File: src/rtl/imem_fetch_unit_pkg.sv
// Shared CPU definitions used by the instruction fetch stage.
// Fetch FSM states, bus widths and the bubble instruction.
package cpu_pkg;

  localparam int ADDR_W  = 8;
  localparam int INSTR_W = 16;

  localparam logic [INSTR_W-1:0] NOP_INSTR = 16'h0000;

  typedef enum logic [1:0] {
    CHECK = 2'd0,
    REQ   = 2'd1,
    ERR   = 2'd2
  } fetch_state_e;

endpackage

File: src/rtl/imem_fetch_unit_if.sv
// Request/acknowledge bus between the fetch stage and instruction memory.
// The fetch stage is the master; instruction memory is the slave.
interface imem_fetch_unit_if;
  import cpu_pkg::*;

  logic               ImemReq;
  logic [ADDR_W-1:0]  ImemAddr;
  logic               ImemAck;
  logic [INSTR_W-1:0] ImemRData;

  modport master (
    output ImemReq,
    output ImemAddr,
    input  ImemAck,
    input  ImemRData
  );

  modport slave (
    input  ImemReq,
    input  ImemAddr,
    output ImemAck,
    output ImemRData
  );

endinterface

File: src/rtl/imem_fetch_unit_line_store.sv
// Direct-mapped line store: valid/tag/data per line, one combinational read
// port, one write port, and a global valid clear that overrides the write.
module fetch_line_store
  import cpu_pkg::*;
#(
  parameter int LINES = 4,
  localparam int IDX_W = $clog2(LINES)
) (
  input  logic               clk,
  input  logic               rst_n,
  input  logic               clr_i,
  input  logic               we_i,
  input  logic [IDX_W-1:0]   widx_i,
  input  logic [ADDR_W-1:0]  wtag_i,
  input  logic [INSTR_W-1:0] wdata_i,
  input  logic [IDX_W-1:0]   ridx_i,
  output logic               rvalid_o,
  output logic [ADDR_W-1:0]  rtag_o,
  output logic [INSTR_W-1:0] rdata_o
);

  logic [LINES-1:0]   valid_q;
  logic [ADDR_W-1:0]  tag_q  [LINES];
  logic [INSTR_W-1:0] data_q [LINES];

  // Line storage; a clear coinciding with a write drops the write entirely.
  always_ff @(posedge clk or negedge rst_n) begin
    if (!rst_n) begin
      valid_q <= '0;
      for (int i = 0; i < LINES; i++) begin
        tag_q[i]  <= '0;
        data_q[i] <= '0;
      end
    end else if (clr_i) begin
      valid_q <= '0;
    end else if (we_i) begin
      valid_q[widx_i] <= 1'b1;
      tag_q[widx_i]   <= wtag_i;
      data_q[widx_i]  <= wdata_i;
    end else begin
      valid_q <= valid_q;
    end
  end

  assign rvalid_o = valid_q[ridx_i];
  assign rtag_o   = tag_q[ridx_i];
  assign rdata_o  = data_q[ridx_i];

endmodule

File: src/rtl/imem_fetch_unit.sv
// Instruction fetch stage: zero-latency hit path from a direct-mapped line store,
// req/ack refill on a miss, and a sticky error if memory never acknowledges.
module imem_fetch_unit
  import cpu_pkg::*;
#(
  parameter int LINES       = 4,
  parameter int ACK_TIMEOUT = 15
) (
  input  logic               clk,
  input  logic               reset,
  input  logic [ADDR_W-1:0]  PC,
  input  logic               Flush,
  output logic [INSTR_W-1:0] Instr,
  output logic               InstrValid,
  output logic               Stall,
  output logic               FetchErr,
  imem_fetch_unit_if.master  imem
);

  localparam int IDX_W = $clog2(LINES);
  localparam logic [7:0] ACK_LIMIT = 8'(ACK_TIMEOUT);

  fetch_state_e       state_q;
  logic [ADDR_W-1:0]  addr_q;
  logic [7:0]         cnt_q;

  logic               line_valid_s;
  logic [ADDR_W-1:0]  line_tag_s;
  logic [INSTR_W-1:0] line_data_s;
  logic               hit_s;
  logic               we_s;

  // Refill writes land at the captured address, never at the live PC.
  assign we_s = (state_q == REQ) && imem.ImemAck;

  fetch_line_store #(.LINES(LINES)) u_store (
    .clk      (clk),
    .rst_n    (reset),
    .clr_i    (Flush),
    .we_i     (we_s),
    .widx_i   (addr_q[2 +: IDX_W]),
    .wtag_i   (addr_q),
    .wdata_i  (imem.ImemRData),
    .ridx_i   (PC[2 +: IDX_W]),
    .rvalid_o (line_valid_s),
    .rtag_o   (line_tag_s),
    .rdata_o  (line_data_s)
  );

  assign hit_s = line_valid_s && (line_tag_s == PC) && !Flush && (state_q == CHECK);

  // Fetch FSM with refill address capture and ack timeout counter.
  always_ff @(posedge clk or negedge reset) begin
    if (!reset) begin
      state_q <= CHECK;
      addr_q  <= '0;
      cnt_q   <= 8'd0;
    end else begin
      case (state_q)
        CHECK: begin
          if (!hit_s) begin
            addr_q  <= PC;
            cnt_q   <= 8'd0;
            state_q <= REQ;
          end else begin
            state_q <= CHECK;
          end
        end
        REQ: begin
          // An ack in the final permitted cycle still completes the refill.
          if (imem.ImemAck) begin
            state_q <= CHECK;
          end else if (cnt_q + 8'd1 == ACK_LIMIT) begin
            cnt_q   <= cnt_q + 8'd1;
            state_q <= ERR;
          end else begin
            cnt_q   <= cnt_q + 8'd1;
            state_q <= REQ;
          end
        end
        ERR: begin
          state_q <= ERR;
        end
        default: begin
          state_q <= ERR;
        end
      endcase
    end
  end

  assign imem.ImemReq  = (state_q == REQ);
  assign imem.ImemAddr = addr_q;
  assign FetchErr      = (state_q == ERR);
  assign InstrValid    = hit_s;
  assign Stall         = !hit_s;
  assign Instr         = hit_s ? line_data_s : NOP_INSTR;

endmodule

File: src/flat_wrapper.sv
// flat-port wrapper written by rule: the top's interface ports become plain ports
module imem_fetch_unit_flat import cpu_pkg::*;
#(
  parameter int LINES       = 4,
  parameter int ACK_TIMEOUT = 15
)
  (clk, reset, PC, Flush, Instr, InstrValid, Stall, FetchErr, imem_ImemReq, imem_ImemAddr, imem_ImemAck, imem_ImemRData);
  imem_fetch_unit_if imem_i ();
  input  logic clk;
  input  logic reset;
  input  logic [ADDR_W-1:0] PC;
  input  logic Flush;
  output logic [INSTR_W-1:0] Instr;
  output logic InstrValid;
  output logic Stall;
  output logic FetchErr;
  output wire logic [$bits(imem_i.ImemReq)-1:0] imem_ImemReq;
  output wire logic [$bits(imem_i.ImemAddr)-1:0] imem_ImemAddr;
  input wire logic [$bits(imem_i.ImemAck)-1:0] imem_ImemAck;
  input wire logic [$bits(imem_i.ImemRData)-1:0] imem_ImemRData;
  assign imem_ImemReq = imem_i.ImemReq;
  assign imem_ImemAddr = imem_i.ImemAddr;
  assign imem_i.ImemAck = imem_ImemAck;
  assign imem_i.ImemRData = imem_ImemRData;
  imem_fetch_unit #(.LINES(LINES), .ACK_TIMEOUT(ACK_TIMEOUT)) u_core (.clk(clk), .reset(reset), .PC(PC), .Flush(Flush), .Instr(Instr), .InstrValid(InstrValid), .Stall(Stall), .FetchErr(FetchErr), .imem(imem_i));
endmodule
File: config.mk
export PLATFORM = sky130hd
export DESIGN_NAME = imem_fetch_unit_flat
export DESIGN_NICKNAME = d
export VERILOG_FILES = /design/src/rtl/imem_fetch_unit_pkg.sv /design/src/rtl/imem_fetch_unit_if.sv /design/src/rtl/imem_fetch_unit_line_store.sv /design/src/rtl/imem_fetch_unit.sv /design/src/flat_wrapper.sv
export SDC_FILE = /design/constraint.sdc
export NUM_CORES = 1
export LEC_CHECK = 0
export BUFFER_PORTS_ARGS = -buffer_cell sky130_fd_sc_hd__clkbuf_2
export CAP_MARGIN = 20
export CELL_PAD_IN_SITES_DETAIL_PLACEMENT = 2
export CELL_PAD_IN_SITES_GLOBAL_PLACEMENT = 2
export CORE_UTILIZATION = 46
export DETAILED_ROUTE_END_ITERATION = 6
export PLACE_DENSITY_LB_ADDON = 0.1
export SLEW_MARGIN = 40
export SYNTH_ARGS = -nofsm -noshare
export SYNTH_HDL_FRONTEND = slang
export SYNTH_HIERARCHICAL = 1
export SYNTH_SLANG_ARGS = --single-unit
File: constraint.sdc
create_clock -name clk -period 5.9 [get_ports clk]
set_clock_uncertainty 0.15 [all_clocks]
set_input_delay 0.295 -clock clk [delete_from_list [all_inputs] [get_ports clk]]
set_output_delay 0.295 -clock clk [all_outputs]
set_load 0.01 [all_outputs]
==> results of run 1 <==
==> kinds of logic (layout without fill, tap and decap cells) <==
group | Yosys count | after routing
buf+inv | 33 | 108
simple gates | 63 | 63
flops | 118 | 118
mux | 130 | 130
fa+ha+maj | 2 | 2
xor+xnor | 8 | 8
compound gates | 18 | 18
==> placed cells by master, fill, tap and decap left out, types with 3 or more instances in the layout <==
cell | Yosys | layout
a21o_1 | 3 | 3
a21oi_1 | 5 | 5
and2_1 | 18 | 18
buf_4 | 4 | 3
bufinv_16 | 0 | 3
clkbuf_1 | 1 | 4
clkbuf_16 | 0 | 17
clkbuf_2 | 1 | 53
clkbuf_8 | 0 | 4
clkinvlp_4 | 0 | 3
dfrtp_1 | 118 | 118
dlygate4sd3_1 | 0 | 8
inv_1 | 9 | 9
mux2_2 | 101 | 101
mux4_2 | 25 | 25
nand2_1 | 5 | 5
nand2b_1 | 4 | 4
nand3_1 | 5 | 5
nor2_1 | 7 | 7
nor3_1 | 4 | 4
xnor2_1 | 6 | 6
==> sequential cells by signal, summed over array words and instances (netlist names) <==
register	count
u_core/u_store/data_q	64
u_core/u_store/tag_q	32
u_core/cnt_q	8
u_core/imem.ImemAddr	8
u_core/u_store/valid_q	4
u_core/state_q	2
==> stage by stage <==
stage	cell area, sq um	worst slack (ns)
detailed placement	5871	1.732
global route	6575	1.500
global placement	5858	1.895
finish	6575	1.834
floorplan	5565	2.951
CTS	6564	1.550
==> power breakdown <==
part,internal (mW),switching [mW]
Combinational,0.544,0.370
Clock,0.708,0.366
Sequential,1.19,0.314
Total,2.44,1.05
==> routing by layer <==
layer  up-vias  part of all wire [%]  GRT usage (%)  wire length (um)
li1       1484                     -              -                 -
met1      1817                    42          32.29              6263
met2        65                    54          46.92              8102
met3        15                   3.2          6.315               476
met4         0                  0.98          8.267               147
met5         -                     0              0                 0
==> worst paths after layout <==
kind | startpoint | to | slack, ns
worst max-delay path | PC[2] | Instr[3] | 1.83
worst min-delay path | imem_ImemRData[7] | u_core/u_store/data_q[23]$_DFFE_PN0P_ | 0.02
worst max register to register | u_core/u_store/tag_q[12]$_DFFE_PN0P_ | u_core/imem.ImemAddr[5]$_DFFE_PN0P_ | 2.92
worst min register to register | u_core/u_store/tag_q[29]$_DFFE_PN0P_ | u_core/u_store/tag_q[29]$_DFFE_PN0P_ | 0.35
max in group asynchronous | reset | u_core/u_store/data_q[5]$_DFFE_PN0P_ | 4.21
min in group asynchronous | reset | u_core/cnt_q[0]$_DFFE_PN0P_ | 0.30
==> cell usage after synthesis, types with 2 or more instances <==
master    number
dfrtp_1      118
mux2_2       101
mux4_2        25
and2_1        18
inv_1          9
buf_6          8
buf_2          7
nor2_1         7
xnor2_1        6
a21oi_1        5
nand2_1        5
nand3_1        5
buf_4          4
nand2b_1       4
nor3_1         4
a21o_1         3
a31o_1         2
a32o_1         2
and4bb_2       2
buf_1          2
ha_1           2
mux2_4         2
nand3b_1       2
nor2b_1        2
o21ai_0        2
or2b_1         2
or3_1          2
xor2_1         2
==> worst max-delay path, stage by stage <==
cell      delay (ns)
clkbuf_2        0.56
buf_4           0.37
mux4_2          0.55
xnor2_1         0.18
nand3_1         0.11
nor4_2          0.43
nor3b_4         0.58
buf_6           0.22
and2_1          0.15
clkbuf_2        0.14
==> area by class of cell <==
| type | count | area share [%] |
|---|---|---|
| Inverter | 9 | 0.5138 |
| Sequential cell | 118 | 44.91 |
| Multi-Input combinational cell | 221 | 36.52 |
| Tap cell | 143 | 2.721 |
| Clock inverter | 7 | 1.789 |
| Timing Repair Buffer | 67 | 6.013 |
| Clock buffer | 25 | 7.536 |
==> repair_timing <==
item                                   CTS  global route
hold buffers                             8             0
endpoints found under the hold margin   59             0
gates resized for setup                  0             0
==> impl_metrics.toml, run 1 <==
[status]
outcome = "finished with violations"
violations = "design-rule violations"

[global_route]
grt_antenna_before_repair = 0
grt_pass1_vias = 4099
track_usage_pct = 26.60
overflow = 0
grt_pass1_wl_mm = 24.25
grt_max_degree = 70

[die]
die_y_um = 112.0
core-area_sq_um = 11610
dieWidth_um = 112.0
die_area_sq_um = 12540
num_rows = 39
pin_count = 56
initial_core_util_pct = 47.92

[sta]
slew_headroom_pct = 43.54
finalSetupViolCount = 0
finalMaxSlewViolations = 0
fin_crit_ns = 4.066
worst_slew_pin_slew_ns = 0.8469
rsz0062_at_grt = "no"
hold_viol_final = 0
tns_ns = 0
hold_slack_ns = 0.01726
max_freq_ghz = 0.2459
fin_crit_sh_pct = 68.92

[synth]
synth_compound_area_share_pct = 2.226
syn_area_per_cell_sq_um = 14.96
synthMuxAreaShare_pct = 31.47
synth_fa_ha_area_share_pct = 0.4496
ys_seq_elements = 118
synthTopCellsByArea = "dfrtp_1 (53%), mux2_2 (20%), mux4_2 (10%), and2_1 (2.0%), buf_6 (1.6%)"
syn-num-nets = 402
yosysTopAreaCell = "dfrtp_1"
synthSimpleGateAreaFrac_pct = 7.576
synth-async-reset-ratio_pct = 100.0
synth_top_area_share_pct = 53.06
synth_top_family_by_area = "multiplexers"
ys_dominant_reg_cell = "dfrtp_1"
synth_xor_area_share_pct = 1.259
synth_cells = 372
syn_area_sq_um = 5565
ys_seq_area_share_pct = 53.06
ys_warn_count = 6
synth_cell_types = 47
synth_edf_count = 0

[power]
max-vdd-ir-drop_mv = 0.3605
p_leak_nw = 2.900
powerDensity_nw_per_um2 = 530.6
power_mw = 3.489

[layout]
fin_nets = 464
fill_cells = 1041
seqCellArea_sq_um = 2953
multi_input_area_sq_um = 2401
syn_to_final_growth_pct = 18.14
fin_util_pct = 56.62
instances_no_fill = 590
insertedDiodeCount = 0
final_layout_size_suffix_gt1_share_pct = 49.66

[detailed_routing]
postRouteAntennaNets = 0
vias = 3381
wl_per_cell_um = 25.41
post-route-drc-count = 4
wl_mm = 14.99
viasPerCell = 5.731
first_iter_violations = 94
firstDrtPassIters = 6

[clock_network]
cts_inserted_buffers = 17
cts_root_buf = "clkbuf_16"
clkTransAtPathRegs_ns = 0.05
cts_buffer_depth = 2
htree_levels = 4
cts_sinks = 118
cts_setup_buffers = 0
clk_latency_ns = 0.42
cts_tree = "built"

[hold_path]
hp-class = "primary input to flop"
min_path_cells = 2

[critical_path]
path_class = "primary input to output port"
worstPathArrival_ns = 3.62
cp_max_fo = 17
r2r_cells = 6
worstPathRequired_ns = 5.45
crit_path_start_kind = "primary input"
crit_path_end_kind = "output port"

[placement]
port_buffers = 55
dpl.cell_count = 549
dp_hpwl_mm = 7.862
gp_routability_congestion = 0.7362

[job]
maxCapViolCount = 0
(Power assumes the default switching activity.)
==> inputs of run 2 (changes only) <==
--- a/config.mk
+++ b/config.mk
@@ -9,7 +9,7 @@
 export CAP_MARGIN = 20
 export CELL_PAD_IN_SITES_DETAIL_PLACEMENT = 2
 export CELL_PAD_IN_SITES_GLOBAL_PLACEMENT = 2
-export CORE_UTILIZATION = 46
+export CORE_UTILIZATION = 42
 export DETAILED_ROUTE_END_ITERATION = 6
 export PLACE_DENSITY_LB_ADDON = 0.1
 export SLEW_MARGIN = 40
==> constraint.sdc (replaced) <==
create_clock -name clk -period 4.11 [get_ports clk]
set_clock_uncertainty 0.15 [all_clocks]
set_input_delay 0.2055 -clock clk [delete_from_list [all_inputs] [get_ports clk]]
set_output_delay 0.2055 -clock clk [all_outputs]
set_load 0.01 [all_outputs]
==> run 2 against run 1 <==
The run now ends clean. Global-route usage fell by 4.4 points. Register-to-register slack worse by 1.7 ns. Critical path depth is 2 lower. Wire length fell by 9.7%. Sequential cell count is the same. Clock-buffer cell count is 1 lower. Die area rose by 9.3%. Hold slack improved by 0.090 ns. Combinational power rose by 39%. Via count is 0.92% higher. Sequential power increased by 40%. Core utilization decreased by 3.6 points. Critical path type is now flop to output port.
==> impl_metrics.toml, run 2 (synthesis gave the netlist of run 1 again) <==
[sta]
finalMaxSlewViolations = 0
slew_headroom_pct = 42.41
finalSetupViolCount = 0
rsz0062_at_grt = "no"
fin_crit_ns = 3.139
hold_viol_final = 0
max_freq_ghz = 0.3186
tns_ns = 0
worst_slew_pin_slew_ns = 0.8639
fin_ws_ns = 0.9713
fin_crit_sh_pct = 76.37

[layout]
fin_nets = 484
layout_commonest_cell = "dfrtp_1"
fin_util_pct = 53.04
largest_reg_flops = 64
instances_no_fill = 639
fin_area_sq_um = 6775
fill_cells = 1169
insertedDiodeCount = 0
final_layout_size_suffix_gt1_share_pct = 48.39
reg_top3 = "u_core/u_store/data_q x64, u_core/u_store/tag_q x32"
final_cell_mix = "dfrtp_1 (118), mux2_2 (101), clkbuf_2 (53)"
syn_to_final_growth_pct = 21.74
largest-register = "u_core/u_store/data_q"

[die]
dieWidth_um = 117.1
core-area_sq_um = 12770
die_y_um = 117.1
pin_count = 56
num_rows = 41
die_area_sq_um = 13710
initial_core_util_pct = 43.57

[clock_network]
post_cts_resized = 0
cts_buffer_depth = 2
cts_root_buf = "clkbuf_16"
htree_levels = 4
clk_latency_ns = 0.42
hold_buffers = 24
cts_inserted_buffers = 17
clkTransAtPathRegs_ns = 0.05
cts_tree = "built"
cts_sinks = 118
cts_setup_buffers = 0

[placement]
gp_routability_congestion = 0.7613
dpl.cell_count = 582
port_buffers = 55
placed_area_sq_um = 5924
dp_worst_setup_slack_ns = 0.7071
dp_hpwl_mm = 8.157

[detailed_routing]
postRouteAntennaNets = 0
post-route-drc-count = 0
vias = 3412
wl_mm = 13.53
viasPerCell = 5.340
wl_per_cell_um = 21.17
first_iter_violations = 133
firstDrtPassIters = 4

[critical_path]
crit_path_start_kind = "flop"
worstPathRequired_ns = 3.75
path_class = "flop to output port"
cp_num_buf_inv = 2
cp_slowest_cell = "mux4_2"
cp_max_fo = 11
max_stage_delay_ns = 0.48
worstPathArrival_ns = 2.78
cp_cell_sequence = "mux4_2 > xnor2_1 > nand3_1 > nor4_2 > nor3b_4 > buf_4 > and2_1 > clkbuf_2"
path_delay_family = "simple AND/OR/NAND/NOR gates"
crit_path_end_kind = "output port"

[power]
comb_power_share_pct = 26.3
powerDensity_nw_per_um2 = 710.0
clock_power_share_pct = 29.9
power_switching_mw = 1.381
swShare_pct = 28.70
p_leak_nw = 2.973
p_int_mw = 3.430
pwr-share-seq_pct = 43.7
max-vdd-ir-drop_mv = 0.3482

[job]
maxCapViolCount = 0

[global_route]
overflow = 0
track_usage_pct = 22.20
grt_antenna_before_repair = 0
grt_pass1_wl_mm = 21.52
grt_max_degree = 52
grt_pass1_vias = 3915

[hold_path]
hp-class = "primary input to flop"

[status]
outcome = "finished clean"
-- run 2: cell count changes in the layout (fill, tap and decap cells not counted), moves of 2 or more --
cell / delta
clkinv_2: +2
buf_6: -2
dlygate4sd3_1: +16
buf_4: +5
-- run 2: final timing paths --
check / start / end / slack, ns / cells after the start
max in group asynchronous: reset / u_core/u_store/tag_q[16]$_DFFE_PN0P_ / 2.59 / 3
min in group asynchronous: reset / u_core/cnt_q[3]$_DFFE_PN0P_ / 0.23 / 2
worst min register to register: u_core/u_store/tag_q[3]$_DFFE_PN0P_ / u_core/u_store/tag_q[3]$_DFFE_PN0P_ / 0.35 / 1
worst min-delay path: imem_ImemAck / u_core/cnt_q[7]$_DFFE_PN0P_ / 0.11 / 4
worst max-delay path: u_core/u_store/tag_q[6]$_DFFE_PN0P_ / Instr[10] / 0.97 / 8
worst max register to register: u_core/u_store/tag_q[6]$_DFFE_PN0P_ / u_core/imem.ImemAddr[5]$_DFFE_PN0P_ / 1.23 / 6
-- run 2: cell type report --
cell class,instances,area [sq um],share of cell area (%)
Tap cell,172,215.2,3.176
Multi-Input combinational cell,221,2396,35.36
Timing Repair Buffer,87,598.1,8.827
Clock buffer,24,481.7,7.110
Clock inverter,8,97.59,1.440
Inverter,9,33.78,0.4986
Sequential cell,118,2953,43.58
-- run 2: worst min-delay path, stage by stage --
cell and delay (ns):
clkbuf_2 0.14, nor3_1 0.12, nor2_1 0.11, nor3b_1 0.05
-- run 2: power by group through the flow --
| stage | clock network, mW | registers, mW | logic (mW) |
|---|---|---|---|
| final | 1.44 | 2.10 | 1.27 |
| after global routing | 1.52 | 2.18 | 1.39 |
| after floorplan | 0 | 1.95 | 1.05 |
| after CTS | 1.48 | 2.10 | 1.28 |
| after detailed placement | 0 | 2.11 | 1.24 |
| after global placement | 0 | 2.06 | 1.18 |
-- run 2: layer usage --
| layer | vias up | GRT usage [%] | wire, um |
|---|---|---|---|
| li1 | 1517 | - | - |
| met1 | 1835 | 27.55 | 5981 |
| met2 | 51 | 37.24 | 7083 |
| met3 | 9 | 5.664 | 322 |
| met4 | 0 | 8.945 | 141 |
| met5 | - | 0 | 0 |
-- run 2: metrics by stage --
step,hold WS [ns],power [mW]
after global routing,0.1449,5.089
after floorplan,-0.2401,2.996
after CTS,0.09962,4.859
after detailed placement,0.1449,3.350
final,0.1069,4.810
after global placement,0.1336,3.247
==> inputs of run 3 (changes only) <==
==> constraint.sdc (replaced) <==
create_clock -name clk -period 3.3 [get_ports clk]
set_clock_uncertainty 0.15 [all_clocks]
set_input_delay 0.165 -clock clk [delete_from_list [all_inputs] [get_ports clk]]
set_output_delay 0.165 -clock clk [all_outputs]
set_load 0.01 [all_outputs]
==> run 3 against run 2 <==
Critical path type unchanged. Sequential cell count unchanged. Clock power is 16% higher. Design area is 0.39% lower. Cell count rose by 0.31%. Highest routed layer unchanged. Non-clock buffer count rose by 4. Critical endpoint is now Instr[7]. Clock-buffer cell count is 1 higher.
==> impl_metrics.toml, run 3 (synthesis gave the netlist of run 1 again) <==
[critical_path]
path_delay_family = "simple AND/OR/NAND/NOR gates"
max_stage_delay_ns = 0.51
cp_cell_sequence = "mux4_2 > xnor2_1 > nand3_1 > nor4_4 > nor3b_4 > buf_4 > and2_1 > clkbuf_2"
worstPathArrival_ns = 2.81
cp_max_fo = 11
path_class = "flop to output port"
crit_path_start_kind = "flop"
cp_slowest_cell = "mux4_2"
cp_num_buf_inv = 2
worstPathRequired_ns = 2.98
crit_path_end_kind = "output port"

[layout]
reg_top3 = "u_core/u_store/data_q x64, u_core/u_store/tag_q x32"
insertedDiodeCount = 0
largest-register = "u_core/u_store/data_q"
syn_to_final_growth_pct = 21.27
multi_input_area_sq_um = 2401
fin_area_sq_um = 6749
layout_commonest_cell = "dfrtp_1"
final_cell_mix = "dfrtp_1 (118), mux2_2 (101), clkbuf_2 (54)"
final_layout_size_suffix_gt1_share_pct = 48.19
seqCellArea_sq_um = 2953
fill_cells = 1166
fin_nets = 488
largest_reg_flops = 64

[sta]
fin_crit_ns = 3.125
rsz0062_at_grt = "no"
finalSetupViolCount = 0
slew_headroom_pct = 50.87
max_freq_ghz = 0.3200
worst_slew_pin_slew_ns = 0.7313
hold_viol_final = 0
hold_slack_ns = 0.1047
fin_crit_sh_pct = 94.70
tns_ns = 0
finalMaxSlewViolations = 0

[placement]
placed_area_sq_um = 5974
dp_hpwl_mm = 8.168
port_buffers = 55
gp_routability_congestion = 0.7500

[clock_network]
cts_sinks = 118
htree_levels = 4
cts_inserted_buffers = 17
cts_setup_buffers = 0
cts_tree = "built"
clk_latency_ns = 0.41
cts_root_buf = "clkbuf_16"
clkTransAtPathRegs_ns = 0.05
cts_buffer_depth = 2

[die]
die_area_sq_um = 13710
die_y_um = 117.1
core-area_sq_um = 12770
pin_count = 56
num_rows = 41
initial_core_util_pct = 43.57
dieWidth_um = 117.1

[global_route]
grt_antenna_before_repair = 0
grt_max_degree = 68
grt.busiest_layer = "met2"
grt_pass1_vias = 3927
use_met1_pct = 27.93
met2_usage_pct = 37.28
track_usage_pct = 22.04
overflow = 0
use_met3_pct = 5.252
grt_pass1_wl_mm = 21.62

[detailed_routing]
first_iter_violations = 141
wl_mm = 13.51
viasPerCell = 5.360
post-route-drc-count = 0
wl_per_cell_um = 21.08
postRouteAntennaNets = 0
vias = 3436
firstDrtPassIters = 4

[job]
maxCapViolCount = 0

[hold_path]
hp-class = "primary input to flop"

[power]
powerDensity_nw_per_um2 = 870.5
max-vdd-ir-drop_mv = 0.3879
p_leak_nw = 2.981

[status]
outcome = "finished clean"
==> run 3: cell count changes in the layout (fill, tap and decap cells not counted), sizes merged <==
cell / before / now
bufinv: 2 / 1
clkbuf: 77 / 79
buf: 10 / 13
clkinv: 3 / 4
clkinvlp: 3 / 0
==> run 3: repair_timing <==
item                       4_1_cts  5_1_grt
hold buffers                    24        0
hold endpoints to repair       125        0
gates resized for setup          0        1
setup endpoints to repair        0        9
==> run 3: where the power goes <==
part	switching, mW	internal, mW	total, mW
clock network	0.613	1.06	1.67
registers	0.499	2.12	2.62
logic	0.588	0.994	1.58
total	1.70	4.18	5.87
==> run 3: area by class of cell <==
cell class	instances	share of cell area [%]
clock inverter	5	0.7416
timing repair buffer	91	9.195
inverter	9	0.5006
multi-input combinational	221	35.58
tap	172	3.189
clock buffer	25	7.045
sequential	118	43.75
==> run 3: through the flow <==
step,power (mW),setup slack [ns],util (%),instances
2_1_floorplan,3.731,0.6115,-,372
3_3_place_gp,4.052,0.2971,46.77,587
3_5_place_dp,4.180,0.2612,46.77,587
4_1_cts,5.937,0.08548,52.77,641
5_1_grt,6.202,0.01946,52.84,641
6_report,5.875,0.1748,52.84,641
==> run 3: final timing paths <==
check / startpoint / cells past startpoint / endpoint / slack, ns
max: u_core/u_store/tag_q[6]$_DFFE_PN0P_ / 8 / Instr[7] / 0.17
min: imem_ImemAck / 4 / u_core/cnt_q[7]$_DFFE_PN0P_ / 0.10
max reg2reg: u_core/u_store/tag_q[6]$_DFFE_PN0P_ / 7 / u_core/imem.ImemAddr[1]$_DFFE_PN0P_ / 0.61
min reg2reg: u_core/u_store/tag_q[29]$_DFFE_PN0P_ / 1 / u_core/u_store/tag_q[29]$_DFFE_PN0P_ / 0.35
max in group asynchronous: reset / 3 / u_core/u_store/data_q[43]$_DFFE_PN0P_ / 1.99
min in group asynchronous: reset / 2 / u_core/cnt_q[2]$_DFFE_PN0P_ / 0.20
==> run 3: worst min-delay path, cell delays in order <==
cell and delay [ns]:
clkbuf_2 0.14, nor3_1 0.14, nor2_1 0.12, nor3b_1 0.06
==> run 3: per-layer routing <==
metal  up-vias  wire, um
met3        12       395
met5         -         0
met2        55      6986
met1      1848      5976
li1       1521         -
met4         0       154
